===== src/rtl/fp_unpack_norm_pkg.sv =====
// Shared constants and types for the FPU operand unpacker (package fpu_pkg).
package fpu_pkg;

    localparam int SIG_W    = 53;
    localparam int EXP_W    = 11;
    localparam int LZ_W     = 6;
    localparam int DBL_BIAS = 1023;
    localparam int SGL_BIAS = 127;
    localparam int BIAS_ADJ = DBL_BIAS - SGL_BIAS;
    localparam int EMIN_D   = 1;
    localparam int EMIN_S   = BIAS_ADJ + 1;

    typedef struct packed {
        logic zero;
        logic subn;
        logic inf;
        logic qnan;
        logic snan;
    } fp_class_t;

    typedef struct packed {
        logic             sign;
        logic [EXP_W-1:0] exp;
        logic [SIG_W-1:0] sig;
        logic [LZ_W-1:0]  lz;
        fp_class_t        cls;
    } unpacked_t;

    function automatic logic [EXP_W-1:0] emin_of(input logic is_dbl);
        if (is_dbl) begin
            return EXP_W'(EMIN_D);
        end else begin
            return EXP_W'(EMIN_S);
        end
    endfunction

endpackage


===== src/rtl/fp_unpack_norm_lzc53.sv =====
// Combinational 53-bit leading-zero counter; an all-zero input yields 53.
module lzc53 (
    input  logic [52:0] sig_i,
    output logic [5:0]  cnt_o
);

    // Scan upward from the LSB so the most significant set bit is the last writer.
    always_comb begin
        cnt_o = 6'd53;
        for (int i = 0; i < 53; i++) begin
            if (sig_i[i]) begin
                cnt_o = 6'(52 - i);
            end else begin
                cnt_o = cnt_o;
            end
        end
    end

endmodule


===== src/rtl/fp_unpack_norm.sv =====
// Two-stage FPU operand unpacker / subnormal pre-normalizer with valid/ready flow control.
// Optional FPU_UNPACK_DAZ_EN: subnormal inputs are flushed to signed zero.
module fp_unpack_norm #(
    parameter int SIG_W = fpu_pkg::SIG_W,
    parameter int EXP_W = fpu_pkg::EXP_W,
    parameter int LZ_W  = fpu_pkg::LZ_W
) (
    input  logic             clk,
    input  logic             rst_n,
    input  logic             in_valid,
    output logic             in_ready,
    input  logic [63:0]      fa,
    input  logic             db,
    output logic             out_valid,
    input  logic             out_ready,
    output logic             sa,
    output logic [EXP_W-1:0] ea,
    output logic [SIG_W-1:0] fn,
    output logic [LZ_W-1:0]  lz,
    output logic             zero,
    output logic             subn,
    output logic             inf,
    output logic             qnan,
    output logic             snan
);

    import fpu_pkg::*;

    logic [10:0] exp_raw_s;
    logic [51:0] frac_s;
    logic        exp_zero_s;
    logic        exp_max_s;
    logic        frac_zero_s;
    logic        is_zero_s;
    logic        is_subn_s;
    logic [52:0] raw_sig_s;
    logic [5:0]  lzc_s;
    unpacked_t   dec_s;
    unpacked_t   s1_q;
    unpacked_t   s2_d;
    unpacked_t   s2_q;
    logic        s1_valid_q;
    logic        s2_valid_q;
    logic        s2_load_s;
    logic        in_fire_s;

    // Field extraction; single-precision fraction is left-aligned into the double slot.
    always_comb begin
        if (db) begin
            exp_raw_s = fa[62:52];
            frac_s    = fa[51:0];
            exp_max_s = (fa[62:52] == 11'h7FF);
        end else begin
            exp_raw_s = {3'b000, fa[62:55]};
            frac_s    = {fa[54:32], 29'd0};
            exp_max_s = (fa[62:55] == 8'hFF);
        end
        exp_zero_s  = (exp_raw_s == 11'd0);
        frac_zero_s = (frac_s == 52'd0);
`ifdef FPU_UNPACK_DAZ_EN
        is_zero_s = exp_zero_s;
        is_subn_s = 1'b0;
        raw_sig_s = exp_zero_s ? 53'd0 : {1'b1, frac_s};
`else
        is_zero_s = exp_zero_s && frac_zero_s;
        is_subn_s = exp_zero_s && !frac_zero_s;
        raw_sig_s = {!exp_zero_s, frac_s};
`endif
    end

    lzc53 u_lzc (
        .sig_i (raw_sig_s),
        .cnt_o (lzc_s)
    );

    // Stage-1 payload; single inf/NaN map onto the double all-ones exponent.
    always_comb begin
        dec_s          = '0;
        dec_s.sign     = fa[63];
        dec_s.sig      = raw_sig_s;
        dec_s.cls.zero = is_zero_s;
        dec_s.cls.subn = is_subn_s;
        dec_s.cls.inf  = exp_max_s && frac_zero_s;
        dec_s.cls.qnan = exp_max_s && frac_s[51];
        dec_s.cls.snan = exp_max_s && !frac_zero_s && !frac_s[51];
        if (is_zero_s) begin
            dec_s.lz = 6'd0;
        end else begin
            dec_s.lz = lzc_s;
        end
        if (exp_zero_s) begin
            dec_s.exp = emin_of(db);
        end else if (exp_max_s) begin
            dec_s.exp = 11'h7FF;
        end else if (db) begin
            dec_s.exp = exp_raw_s;
        end else begin
            dec_s.exp = exp_raw_s + 11'(BIAS_ADJ);
        end
    end

    // Stage-2 payload: left-align the significand; exponent is left for downstream.
    always_comb begin
        s2_d     = s1_q;
        s2_d.sig = s1_q.sig << s1_q.lz;
    end

    assign s2_load_s = !s2_valid_q || out_ready;
    assign in_ready  = !s1_valid_q || s2_load_s;
    assign in_fire_s = in_valid && in_ready;

    // Stage-1 register: captures on accept, empties when stage 2 takes its content.
    always_ff @(posedge clk or negedge rst_n) begin
        if (!rst_n) begin
            s1_valid_q <= 1'b0;
            s1_q       <= '0;
        end else if (in_fire_s) begin
            s1_valid_q <= 1'b1;
            s1_q       <= dec_s;
        end else if (s2_load_s) begin
            s1_valid_q <= 1'b0;
        end else begin
            s1_valid_q <= s1_valid_q;
        end
    end

    // Stage-2 output register: holds while the consumer stalls.
    always_ff @(posedge clk or negedge rst_n) begin
        if (!rst_n) begin
            s2_valid_q <= 1'b0;
            s2_q       <= '0;
        end else if (s2_load_s) begin
            s2_valid_q <= s1_valid_q;
            if (s1_valid_q) begin
                s2_q <= s2_d;
            end else begin
                s2_q <= s2_q;
            end
        end else begin
            s2_valid_q <= s2_valid_q;
        end
    end

    assign out_valid = s2_valid_q;
    assign sa        = s2_q.sign;
    assign ea        = s2_q.exp;
    assign fn        = s2_q.sig;
    assign lz        = s2_q.lz;
    assign zero      = s2_q.cls.zero;
    assign subn      = s2_q.cls.subn;
    assign inf       = s2_q.cls.inf;
    assign qnan      = s2_q.cls.qnan;
    assign snan      = s2_q.cls.snan;

endmodule

===== config.mk =====
export PLATFORM = sky130hd
export DESIGN_NAME = fp_unpack_norm
export DESIGN_NICKNAME = d
export VERILOG_FILES = /design/src/rtl/fp_unpack_norm_pkg.sv /design/src/rtl/fp_unpack_norm_lzc53.sv /design/src/rtl/fp_unpack_norm.sv
export SDC_FILE = /design/constraint.sdc
export NUM_CORES = 1
export LEC_CHECK = 0
export CAP_MARGIN = 15
export CORE_MARGIN = 2
export CORE_UTILIZATION = 51
export DETAILED_ROUTE_END_ITERATION = 6
export PLACE_DENSITY = 0.78
export SETUP_SLACK_MARGIN = 0.02
export SLEW_MARGIN = 10
export SYNTH_ARGS = -nofsm -noshare
export SYNTH_HDL_FRONTEND = slang
export SYNTH_SLANG_ARGS = --single-unit
export TNS_END_PERCENT = 30

===== constraint.sdc =====
create_clock -name clk -period 2.33 [get_ports clk]
set_clock_uncertainty 0.15 [all_clocks]
set_input_delay 0.699 -clock clk [delete_from_list [all_inputs] [get_ports clk]]
set_output_delay 0.699 -clock clk [all_outputs]
set_load 0.01 [all_outputs]

==> results.yml <==
outcome:
  status: "complete, but fails checks"
  failed_checks: "setup timing"
yosys:
  synth_edf_count: 0
  netlist_area_um2: 10350
  ys_warn_count: 0
  seq_area_frac_synth_pct: 37.24
  synth_nets: 1169
  synth_async_sr_flop_share_pct: 100.0
  yosysUniqueCellTypes: 71
  synth_area_leaders: "dfrtp_1 37%, mux4_2 11%, mux2i_1 8.4%"
  yosysTopAreaCell: "dfrtp_1"
  ys_ff_latch: 154
  synth_top_area_share_pct: 37.24
  syn_avg_cell_area_um2: 9.408
  synth_most_common_cell: "nand2_1"
  synth_common_cells: "217 x nand2_1, 154 x dfrtp_1, 107 x o21ai_0"
  syn-instance-count: 1100
  synth_ff_type: "dfrtp_1"
floorplanning:
  die_width_um: 146.5
  num_rows: 52
  dieArea_um2: 21450
  io_pins: 147
  core_area_um2: 20100
  die_h_um: 146.5
  initial_core_util_pct: 51.47
layout:
  fin_nets: 1526
  drive_gt1_share_pct: 34.08
  syn_to_final_growth_pct: 47.30
  diodes: 0
  final_area_um2: 15240
global_routing:
  grt_max_degree: 49
  grt.overflow.total: 0
  first_global_vias: 10100
  antenna_found_initial: 0
  grt_pass1_wl_um: 53600
  grt_usage_pct: 31.23
clocking:
  numCtsBuffers: 17
  ctsHtreeMaxLevel: 4
  tritoncts: "built"
  cts-root-buf: "clkbuf_16"
  path_clk_slew_ns: 0.07
  clock_latency_ns: 0.43
  cts_buffer_depth: 2
  cts_sinks: 154
timing:
  rsz0062_at_grt: "true"
  hold_viol: 0
  maxSlewViolCount: 0
  slew_headroom_pct: 42.35
  period_share_pct: 107.6
  fin_ws_ns: -0.1776
  setup-violations-final: 29
  fmax_mhz: 398.8
  tightest_slew_ns: 0.8616
  fin_crit_ns: 2.508
detailed_routing:
  num_vias: 10760
  firstDrtPassIters: 5
  drtAntennaViolNets: 0
  routed_via_density: 6.184
  drc: 0
  wl_um: 36300
  first_iter_violations: 1126
  avgRoutedWirePerCell_um: 20.86
setup_path:
  worstPathArrival_ns: 2.67
  slowest_delay_ns: 0.54
  crit_chain: "buf_4 -> buf_12 -> mux4_2 -> mux2_2 -> mux2i_1 -> buf_4 -> nor2_1 -> o221a_2"
  setup.worst_path.start_class: "flop"
  reg2reg_depth: 8
  cp_data_required_time_ns: 2.49
  cp_slowest_cell: "mux4_2"
  cp_common_cell: "buf_4"
  critPathKind: "flop to flop"
  critPathMaxFanout: 10
  endpoint_kind: "flop"
placement:
  portBuffers: 146
  routabilityCongestion: 0.9552
  dpl_cell_area_um2: 13720
  hpwl_um: 25020
pwr:
  peakVddDrop_uv: 405.3
  p_leak_nw: 6.808
  p_total_w: 0.008866
  p_per_area_nw_per_um2: 581.6
flow_run:
  cap_violations: 0
worst_hold_path:
  hold_path_class: "primary input to async pin"
## cell families (layout without fill, tap and decap cells)
| logic type | after synthesis | in the layout | synth area share [%] |
|---|---|---|---|
| flip-flops | 154 | 154 | 37.24 |
| AND/OR/NAND/NOR | 381 | 381 | 16.19 |
| multiplexers | 178 | 178 | 24.01 |
| AO/OA/AOI/OAI | 284 | 284 | 17.83 |
| buffers and inverters | 103 | 473 | 4.727 |
## cells in the final DEF (no fill, tap or decap), types with 14 or more instances in the layout
master / synthesis / final
a21oi_1: 38 / 30
buf_12: 0 / 14
buf_4: 5 / 251
clkbuf_16: 0 / 17
clkdlybuf4s50_1: 0 / 93
dfrtp_1: 154 / 150
dlymetal6s2s_1: 0 / 37
inv_1: 18 / 18
mux2_2: 30 / 29
mux2i_1: 87 / 74
mux4_2: 52 / 52
nand2_1: 217 / 215
nor2_1: 64 / 60
nor3_1: 29 / 18
o21ai_0: 107 / 103
## layout make-up
cell class	instances	area, um2
Tap cell	270	337.8
Fill cell	1305	4861
Clock inverter	12	138.9
Clock buffer	20	466.7
Timing Repair Buffer	422	3816
Inverter	19	71.32
Multi-Input combinational cell	843	6551
Sequential cell	154	3861
## metal layers
| metal | share of wire, % | routed length, um | GRT usage [%] |
|---|---|---|---|
| met3 | 7.4 | 2703 | 4.031 |
| met2 | 48 | 17590 | 51.01 |
| met1 | 40 | 14660 | 42.83 |
| met4 | 3.7 | 1345 | 12.09 |
| met5 | 0 | 0 | 0 |
## report_power, final
part | total (W) | switching (W) | leakage, nW | internal (W)
clock | 0.00282 | 0.00115 | 0.285 | 0.00167
sequential | 0.00339 | 0.000359 | 1.97 | 0.00303
combinational | 0.00265 | 0.00128 | 4.56 | 0.00137
total | 0.00887 | 0.00279 | 6.81 | 0.00608
## worst paths after layout
| kind | from | endpoint | slack, ns |
|---|---|---|---|
| max | s1_q[6] | fn[26] | -0.18 |
| min | rst_n | sa | 0.06 |
| max reg2reg | s1_q[6] | fn[26] | -0.18 |
| min reg2reg | s1_q[74] | ea[10] | 0.32 |
| max in group asynchronous | rst_n | s1_q[20] | 1.39 |
| min in group clk | s1_q[74] | ea[10] | 0.32 |
## stage by stage
step	worst slack, ns	TNS [ns]	hold slack [ns]	util [%]	instances
2_1_floorplan	-0.02052	-0.02843	0.2534	-	1100
3_3_place_gp	-0.7236	-20.23	0.2929	68.27	1677
3_5_place_dp	-0.7273	-22.18	0.3048	68.27	1677
4_1_cts	-0.1256	-1.462	0.08155	72.83	1715
5_1_grt	-0.2502	-4.361	0.08824	75.82	1740
6_report	-0.1776	-2.416	0.06264	75.82	1740
## state kept, by name, summed over array words and instances (netlist names)
| register | flops |
|---|---|
| ea | 11 |
| fn | 53 |
| inf | 1 |
| lz | 6 |
| out_valid | 1 |
| qnan | 1 |
| s1_q | 76 |
| s1_valid_q | 1 |
| sa | 1 |
| snan | 1 |
| subn | 1 |
| zero | 1 |
## repair_timing
action,CTS,global route
pin swaps,18,45
hold endpoints to repair,0,0
cloned,1,0
endpoints found under the setup margin,49,58
buffers inserted,5,27
gates resized for setup,77,119
hold buffers,0,0
## worst max-delay path: cells and delay by family (launching register included)
family,cells,cell delay (ns)
AO/OA/AOI/OAI,1,0.26
multiplexers,3,0.98
AND/OR/NAND/NOR,1,0.04
flip-flops,1,0.50
buffers and inverters,3,0.44
(Power assumes the default switching activity.)
